[config.mk]
export PLATFORM = sky130hd
export DESIGN_NAME = fetch_unit_flat
export DESIGN_NICKNAME = d
export VERILOG_FILES = /design/src/rtl/fetch_unit_pkg.sv /design/src/rtl/fetch_unit_if.sv /design/src/rtl/fetch_unit_skid.sv /design/src/rtl/fetch_unit.sv /design/src/flat_wrapper.sv
export SDC_FILE = /design/constraint.sdc
export NUM_CORES = 1
export LEC_CHECK = 0
export CORE_UTILIZATION = 42
export DETAILED_ROUTE_END_ITERATION = 10
export GPL_TIMING_DRIVEN = 0
export PLACE_DENSITY = 0.67
export SETUP_SLACK_MARGIN = 0.4
export SYNTH_ARGS = -nofsm -noshare
export SYNTH_HDL_FRONTEND = slang
export SYNTH_SLANG_ARGS = --single-unit
[constraint.sdc]
create_clock -name CLK -period 12.35 [get_ports CLK]
set_clock_uncertainty 0.2 [all_clocks]
set_input_delay 3.0875 -clock CLK [delete_from_list [all_inputs] [get_ports CLK]]
set_output_delay 3.0875 -clock CLK [all_outputs]
set_load 0.01 [all_outputs]
[src/rtl/fetch_unit_pkg.sv]
// Shared definitions for the MIPS IF stage: reset fetch address, fetch FSM
// state encodings and the NOP word that fills an empty IF/ID register.
package fetch_unit_pkg;

   localparam logic [31:0] RESET_PC_DEF = 32'h0040_0000;
   localparam logic [31:0] NOP_INSTR    = 32'h0000_0000;

   typedef enum logic [1:0] {
      ST_IDLE  = 2'd0,
      ST_REQ   = 2'd1,
      ST_BLOCK = 2'd2
   } fetch_state_e;

endpackage

[src/rtl/fetch_unit_if.sv]
// Instruction-memory request/response bus between the fetch unit (master)
// and the instruction memory (slave). At most one request outstanding.
interface fetch_unit_if #(
   parameter int ADDR_W = 32
);
   logic              Imem_req;
   logic [ADDR_W-1:0] Imem_addr;
   logic              Imem_ack;
   logic [31:0]       Imem_data;

   modport master (
      output Imem_req,
      output Imem_addr,
      input  Imem_ack,
      input  Imem_data
   );

   modport slave (
      input  Imem_req,
      input  Imem_addr,
      output Imem_ack,
      output Imem_data
   );
endinterface

[src/rtl/fetch_unit_skid.sv]
// One-entry {instr, pc} skid buffer holding a fetch response that arrived
// while the IF/ID register was stalled.
module fetch_skid #(
   parameter int ADDR_W = 32
) (
   input  logic              clk_i,
   input  logic              rst_ni,
   input  logic              wr_i,
   input  logic              rd_i,
   input  logic [31:0]       instr_i,
   input  logic [ADDR_W-1:0] pc_i,
   output logic              full_o,
   output logic [31:0]       instr_o,
   output logic [ADDR_W-1:0] pc_o
);

   logic              full_q;
   logic [31:0]       instr_q;
   logic [ADDR_W-1:0] pc_q;

   always_ff @(posedge clk_i or negedge rst_ni) begin
      if (!rst_ni) begin
         full_q <= 1'b0;
      end else if (wr_i) begin
         full_q <= 1'b1;
      end else if (rd_i) begin
         full_q <= 1'b0;
      end
   end

   // Payload is qualified by full_q, so it carries no reset.
   always_ff @(posedge clk_i) begin
      if (wr_i) begin
         instr_q <= instr_i;
         pc_q    <= pc_i;
      end
   end

   assign full_o  = full_q;
   assign instr_o = instr_q;
   assign pc_o    = pc_q;

endmodule

[src/rtl/fetch_unit.sv]
// MIPS IF stage: PC, instruction fetch, IF/ID register and delay-slot redirect.
// Define FETCH_ALIGN_CHECK_EN to add the sticky Addr_err misaligned-target flag.
module fetch_unit
   import fetch_unit_pkg::*;
#(
   parameter int              ADDR_W   = 32,
   parameter logic [ADDR_W-1:0] RESET_PC = RESET_PC_DEF
) (
   input  logic              CLK,
   input  logic              RESET,
   input  logic              Stall,
   input  logic              Taken,
   input  logic [ADDR_W-1:0] Target,
   fetch_unit_if.master      imem,
   output logic              Instr_valid,
   output logic [31:0]       Instr_out,
   output logic [ADDR_W-1:0] PC_out,
   output logic [ADDR_W-1:0] PC4_out
`ifdef FETCH_ALIGN_CHECK_EN
   ,
   output logic              Addr_err
`endif
);

   fetch_state_e      state_q;
   logic              req_q;
   logic [ADDR_W-1:0] fetch_pc_q, fetch_pc_d;
   logic              redir_pend_q, redir_pend_d;
   logic [ADDR_W-1:0] redir_pc_q, redir_pc_d;
   logic              valid_q, valid_d;
   logic [31:0]       instr_q, instr_d;
   logic [ADDR_W-1:0] pc_q, pc_d, pc4_q, pc4_d;

   logic              ack_acc, ifid_free, br_acc;
   logic              skid_wr, skid_rd, skid_full;
   logic [31:0]       skid_instr;
   logic [ADDR_W-1:0] skid_pc, target_w;

   assign ack_acc   = (state_q == ST_REQ) && imem.Imem_ack;
   assign ifid_free = !valid_q || !Stall;
   assign br_acc    = valid_q && !Stall && Taken;
   assign skid_wr   = ack_acc && !ifid_free;
   assign skid_rd   = (state_q == ST_BLOCK) && !Stall;
   assign target_w  = Target & {{(ADDR_W-2){1'b1}}, 2'b00};

   fetch_skid #(.ADDR_W(ADDR_W)) u_skid (
      .clk_i   (CLK),
      .rst_ni  (RESET),
      .wr_i    (skid_wr),
      .rd_i    (skid_rd),
      .instr_i (imem.Imem_data),
      .pc_i    (fetch_pc_q),
      .full_o  (skid_full),
      .instr_o (skid_instr),
      .pc_o    (skid_pc)
   );

   always_comb begin
      fetch_pc_d   = fetch_pc_q;
      redir_pend_d = redir_pend_q;
      redir_pc_d   = redir_pc_q;
      valid_d      = valid_q;
      instr_d      = instr_q;
      pc_d         = pc_q;
      pc4_d        = pc4_q;

      // The acked word is the delay slot whenever a branch is in ID, so the
      // target applies to the very next fetch address.
      if (ack_acc) begin
         if (br_acc)            fetch_pc_d = target_w;
         else if (redir_pend_q) fetch_pc_d = redir_pc_q;
         else                   fetch_pc_d = fetch_pc_q + ADDR_W'(4);
         redir_pend_d = 1'b0;
      end else if (br_acc) begin
         if (state_q == ST_BLOCK) begin
            // Delay slot already sits in the skid; fetch_pc is not yet issued.
            fetch_pc_d = target_w;
         end else begin
            redir_pend_d = 1'b1;
            redir_pc_d   = target_w;
         end
      end

      if (ifid_free) begin
         if (skid_full) begin
            valid_d = 1'b1;
            instr_d = skid_instr;
            pc_d    = skid_pc;
            pc4_d   = skid_pc + ADDR_W'(4);
         end else if (ack_acc) begin
            valid_d = 1'b1;
            instr_d = imem.Imem_data;
            pc_d    = fetch_pc_q;
            pc4_d   = fetch_pc_q + ADDR_W'(4);
         end else begin
            valid_d = 1'b0;
         end
      end
   end

   always_ff @(posedge CLK or negedge RESET) begin
      if (!RESET) begin
         state_q <= ST_IDLE;
         req_q   <= 1'b0;
      end else begin
         case (state_q)
            ST_IDLE: begin
               state_q <= ST_REQ;
               req_q   <= 1'b1;
            end
            ST_REQ: begin
               if (skid_wr) begin
                  state_q <= ST_BLOCK;
                  req_q   <= 1'b0;
               end
            end
            ST_BLOCK: begin
               if (!Stall) begin
                  state_q <= ST_REQ;
                  req_q   <= 1'b1;
               end
            end
            default: begin
               state_q <= ST_IDLE;
               req_q   <= 1'b0;
            end
         endcase
      end
   end

   always_ff @(posedge CLK or negedge RESET) begin
      if (!RESET) begin
         fetch_pc_q   <= RESET_PC;
         redir_pend_q <= 1'b0;
         valid_q      <= 1'b0;
         instr_q      <= NOP_INSTR;
         pc_q         <= '0;
         pc4_q        <= ADDR_W'(4);
      end else begin
         fetch_pc_q   <= fetch_pc_d;
         redir_pend_q <= redir_pend_d;
         valid_q      <= valid_d;
         instr_q      <= instr_d;
         pc_q         <= pc_d;
         pc4_q        <= pc4_d;
      end
   end

   always_ff @(posedge CLK) begin
      redir_pc_q <= redir_pc_d;
   end

`ifdef FETCH_ALIGN_CHECK_EN
   logic addr_err_q;

   always_ff @(posedge CLK or negedge RESET) begin
      if (!RESET) begin
         addr_err_q <= 1'b0;
      end else if (br_acc && (Target[1:0] != 2'b00)) begin
         addr_err_q <= 1'b1;
      end
   end

   assign Addr_err = addr_err_q;
`endif

   assign imem.Imem_req  = req_q;
   assign imem.Imem_addr = fetch_pc_q;
   assign Instr_valid    = valid_q;
   assign Instr_out      = instr_q;
   assign PC_out         = pc_q;
   assign PC4_out        = pc4_q;

endmodule

[src/flat_wrapper.sv]
// flat-port wrapper written by rule: the top's interface ports become plain ports
module fetch_unit_flat import fetch_unit_pkg::*;
#(
   parameter int              ADDR_W   = 32,
   parameter logic [ADDR_W-1:0] RESET_PC = RESET_PC_DEF
)
  (CLK, RESET, Stall, Taken, Target, Instr_valid, Instr_out, PC_out, PC4_out, imem_Imem_req, imem_Imem_addr, imem_Imem_ack, imem_Imem_data);
  fetch_unit_if #(.ADDR_W(ADDR_W)) imem_i ();
  input  logic CLK;
  input  logic RESET;
  input  logic Stall;
  input  logic Taken;
  input  logic [ADDR_W-1:0] Target;
  output logic Instr_valid;
  output logic [31:0] Instr_out;
  output logic [ADDR_W-1:0] PC_out;
  output logic [ADDR_W-1:0] PC4_out;
  output wire logic [$bits(imem_i.Imem_req)-1:0] imem_Imem_req;
  output wire logic [$bits(imem_i.Imem_addr)-1:0] imem_Imem_addr;
  input wire logic [$bits(imem_i.Imem_ack)-1:0] imem_Imem_ack;
  input wire logic [$bits(imem_i.Imem_data)-1:0] imem_Imem_data;
  assign imem_Imem_req = imem_i.Imem_req;
  assign imem_Imem_addr = imem_i.Imem_addr;
  assign imem_i.Imem_ack = imem_Imem_ack;
  assign imem_i.Imem_data = imem_Imem_data;
  fetch_unit #(.ADDR_W(ADDR_W), .RESET_PC(RESET_PC)) u_core (.CLK(CLK), .RESET(RESET), .Stall(Stall), .Taken(Taken), .Target(Target), .imem(imem_i), .Instr_valid(Instr_valid), .Instr_out(Instr_out), .PC_out(PC_out), .PC4_out(PC4_out));
endmodule
==> results.md <==
Outcome:
- The run finished with clean final reports.

Setup path:
- The startpoint identified for the worst register-to-register timing path is u_core.state_q[1]$_DFFE_PN0P_.
- Across all register-to-register paths, the minimum setup slack is 9.37 ns.
- STA puts the critical path data arrival time at 5.74 ns.
- At the worst endpoint, the required time is 12.53 ns.
- The worst setup path is captured at a flip-flop.
- In this run the worst setup path begins at imem_Imem_ack.
- The maximum fanout count along the critical path is 10.
- The worst setup path is of the primary input to flip-flop kind.
- The depth of the worst register-to-register path is 6.
- The endpoint of the worst register-to-register path is u_core.PC4_out[7]$_DFFE_PN0P_.
- The type of origin of the critical path is a primary input.
- The capture point of the worst path is u_core.PC4_out[7]$_DFFE_PN0P_.

Power:
- Internal power comes to between 2000 and 2500 µW.
- The share of total power dissipated in combinational logic is 0.402.
- Dividing total power by cell area gives a power density of 240 nW/µm².
- The share of power burned in the clock network is 0.210.
- The share of total power dissipated in sequential elements is 0.387.
- For this design the static power due to leakage is 0.00540 µW.
- The net switching power is 1150 µW.
- IR analysis of the VDD net gives a maximum drop of 113 µV.
- The switching share of power is 0.362.

Clock network:
- The number of cells upsized or downsized after cts is 0.
- Clock latency on the worst-skew pair, taken at its later pin, is 0.51 ns.
- The buffer cell driving the clock tree root is clkbuf_16.
- The number of post-CTS setup repair buffers is 0.
- After clock tree synthesis, the clock-pin slew on the worst setup and hold paths is 0.06 ns.
- CTS saw 219 sinks.
- CTS built an H-tree with a depth of 1.
- The maximum buffer depth of the clock tree is 3.
- TritonCTS built the clock tree.
- The number of buffers added by the clock tree synthesis step is 24.
- After clock tree synthesis, the flow added hold-fix buffers numbering 0.

Synthesis:
- The Yosys warning count is 0.
- The most common cell in the synthesized netlist is dfrtp_1.
- The share of the Yosys chip area taken by registers is 0.585.
- Sorting the synthesized cells by area gives the leading types as dfrtp_1 31%, edfxtp_1 27%, mux2i_1 7.4%.
- The number of standard cells after synthesis is 890.
- The distinct cell type count after synthesis is 60.
- By count the netlist is led by 125 x dfrtp_1, 124 x nand2_1, 92 x edfxtp_1, 92 x o21ai_0, 75 x mux2i_1.
- The cell area after technology mapping is 10200 µm².
- The cell taking the most area after synthesis is dfrtp_1.
- The number of enable flip-flop cells after synthesis is between 90 and 100.
- After synthesis, the share of flip-flops with an asynchronous set or reset is 0.580.
- The mean area per synthesized cell is 11.4 µm².
- The most instantiated flip-flop cell in the synthesis netlist is dfrtp_1.
- The share of synthesized area in the top cell type comes to 0.308.
- After synthesis the netlist holds a flip-flop and latch count of 219.

Final layout:
- The area of all placed cells without fillers is 13300 µm².
- The final layout contains between 1000 and 1500 nets.
- In the final layout, the share of cells above drive strength 1 is 0.0777.
- The final non-filler cell total is roughly 1500.
- The area growth from synthesis to layout is 31.1%.
- The final antenna diode count is 0.

Place:
- The count of buffers inserted at the top-level ports is ~190.
- The worst slack after detailed placement is 6.22 ns.
- Detailed placement finished with a half-perimeter wire length of 21500 µm.
- The placed standard-cell area is 12600 µm².
- The placer congestion estimate is 0.842.
- Including well taps, the total number of placed cells is around 1400.

Route:
- The wire length per cell is 19.9 µm.
- In the routed layout, each cell is associated on average with a via count of 5.53.
- Before antenna repair, the detailed router went through 6 iterations.
- The detailed router placed roughly 8000 vias in this run.
- The number of nets with antenna violations after detailed routing is 0.
- The total detailed-routing wirelength is between 20000 and 30000 µm.
- The post-detailed-route DRC marker count is 0.
- The first routing iteration left 673 violations.

GRT:
- The number of antenna violations at the first check in global routing is 0.
- The first-pass GRT wire length is 44600 µm.
- The final global-route overflow total is 0.
- For this run, the total global-route usage over all layers was measured as 0.235.
- The largest net degree at the start of global routing is 75.
- The via count of the first global-routing pass was 7796.

Timing:
- The maximum achievable frequency is 180 MHz.
- Setup repair after global routing left no endpoint under its margin.
- In the finished design, the share of the clock period the worst path needs comes to 0.450.
- Setup slack closes at just under 7 ns.
- The final number of hold-violating endpoints came to 0.
- The total negative slack for setup checks is 0 ns.
- The max-slew violation total from the final report came to 0.
- Setup violations remaining at the end of the flow were counted as 0.
- After layout, the minimum clock period comes to ~5.6 ns.
- The worst max-slew margin expressed relative to the limit is 0.376.
- The measured slew at the worst slew-check pin is about 0.93 ns.

Floorplan:
- The floorplan step defined a die boundary enclosing 24800 µm².
- Measured along the x axis, the die boundary spans 157 µm.
- For this configuration, the core starts out at a cell density of 0.430.
- The core region is 23600 µm².
- The floorplan has 56 rows.
- The vertical extent of the die is 157 µm.
- The I/O pin count is 199.

Run:
- The max-cap check violation count is 0.

Worst hold path:
- In this run the worst hold path is classified as flip-flop to flip-flop.
-- power groups by stage --
stage / Clock (µW) / Combinational (µW) / Sequential (µW)
after floorplan: 0 / 548 / 1280
after global placement: 0 / 1260 / 1250
after detailed placement: 0 / 1290 / 1250
after CTS: 686 / 1290 / 1240
after global routing: 717 / 1400 / 1270
final: 671 / 1280 / 1240
-- sequential cells by signal (all words and copies together) (netlist names) --
| name | cells |
|---|---|
| u_core.state_q | 2 |
| u_core.u_skid.pc_o | 30 |
| u_core.redir_pend_q | 1 |
| u_core.u_skid.instr_o | 32 |
| u_core.PC_out | 30 |
| u_core.Instr_out | 32 |
| u_core.PC4_out | 30 |
| u_core.imem.Imem_addr | 30 |
| u_core.u_skid.full_o | 1 |
| u_core.Instr_valid | 1 |
| u_core.redir_pc_q | 30 |
-- metal layers --
| layer | wire length, µm | track usage | part of all wire | up-vias |
|---|---|---|---|---|
| li1 | - | - | - | 3760 |
| met1 | 12900 | 0.328 | 0.45 | 3890 |
| met2 | 13300 | 0.378 | 0.46 | 316 |
| met3 | 1760 | 0.0311 | 0.061 | 62 |
| met4 | 877 | 0.0781 | 0.030 | 0 |
| met5 | 0 | 0 | 0 | - |
-- layout make-up --
cell class                      count  area [µm²]
Clock buffer                       40         722
Buffer                             69         314
Sequential cell                   219        5940
Timing Repair Buffer              194        1990
Tap cell                          319         399
Fill cell                        2087       10300
Clock inverter                      3        13.8
Inverter                            8        30.0
Multi-Input combinational cell    599        3900
-- how the worst min path moves through the flow --
stage	end	startpoint	depth (start not counted)	slack (ns)
after floorplan	u_core.imem.Imem_addr[13]$_DFFE_PN0P_	u_core.redir_pc_q[13]$_DFFE_PP_	2	0.25
after CTS	u_core.PC4_out[2]$_DFFE_PN1P_	u_core.PC4_out[2]$_DFFE_PN1P_	2	0.26
final	u_core.PC4_out[2]$_DFFE_PN1P_	u_core.PC4_out[2]$_DFFE_PN1P_	2	0.26
after global placement	u_core.PC4_out[2]$_DFFE_PN1P_	u_core.PC4_out[2]$_DFFE_PN1P_	2	0.25
after global routing	u_core.PC4_out[2]$_DFFE_PN1P_	u_core.PC4_out[2]$_DFFE_PN1P_	2	0.29
after detailed placement	u_core.u_skid.pc_o[10]$_DFFE_PP_	u_core.imem.Imem_addr[10]$_DFFE_PN0P_	0	0.25
-- cells in the final DEF, fill, tap and decap left out, types with 20 or more instances in the layout --
| master | synthesis | routed |
|---|---|---|
| clkdlybuf4s50_1 | 0 | 188 |
| dfrtp_1 | 125 | 125 |
| nand2_1 | 124 | 124 |
| o21ai_0 | 92 | 92 |
| edfxtp_1 | 92 | 92 |
| mux2i_1 | 75 | 75 |
| clkbuf_1 | 34 | 45 |
| nand3_1 | 27 | 27 |
| a21oi_1 | 27 | 27 |
| buf_2 | 26 | 26 |
| xnor2_1 | 25 | 25 |
| clkbuf_16 | 0 | 25 |
| nor2_1 | 24 | 23 |
| nand4_1 | 20 | 20 |
-- metrics by stage --
step           total power (µW)  hold slack, ns  utilization
3_5_place_dp               2530           0.254        0.533
5_1_grt                    3380           0.290        0.564
3_3_place_gp               2500           0.245        0.528
2_1_floorplan              1830           0.254            -
6_report                   3190           0.262        0.564
4_1_cts                    3210           0.264        0.564
-- critical path, stage by stage --
cell,delay (ns)
clkdlybuf4s50_1,0.44
and3b_1,0.19
clkbuf_1,0.22
o21ai_1,0.79
clkbuf_1,0.51
buf_2,0.35
o21ai_0,0.13
-- cells by family after synthesis --
| logic type | share of synthesized area |
|---|---|
| simple gates | 0.136 |
| flops | 0.585 |
| compound gates | 0.134 |
| buf+inv | 0.0339 |
| mux | 0.0739 |
| xor+xnor | 0.0345 |
| fa+ha+maj | 0.00246 |
| other cells | 0.000369 |
No activity file was read; power rests on OpenSTA's default activity.
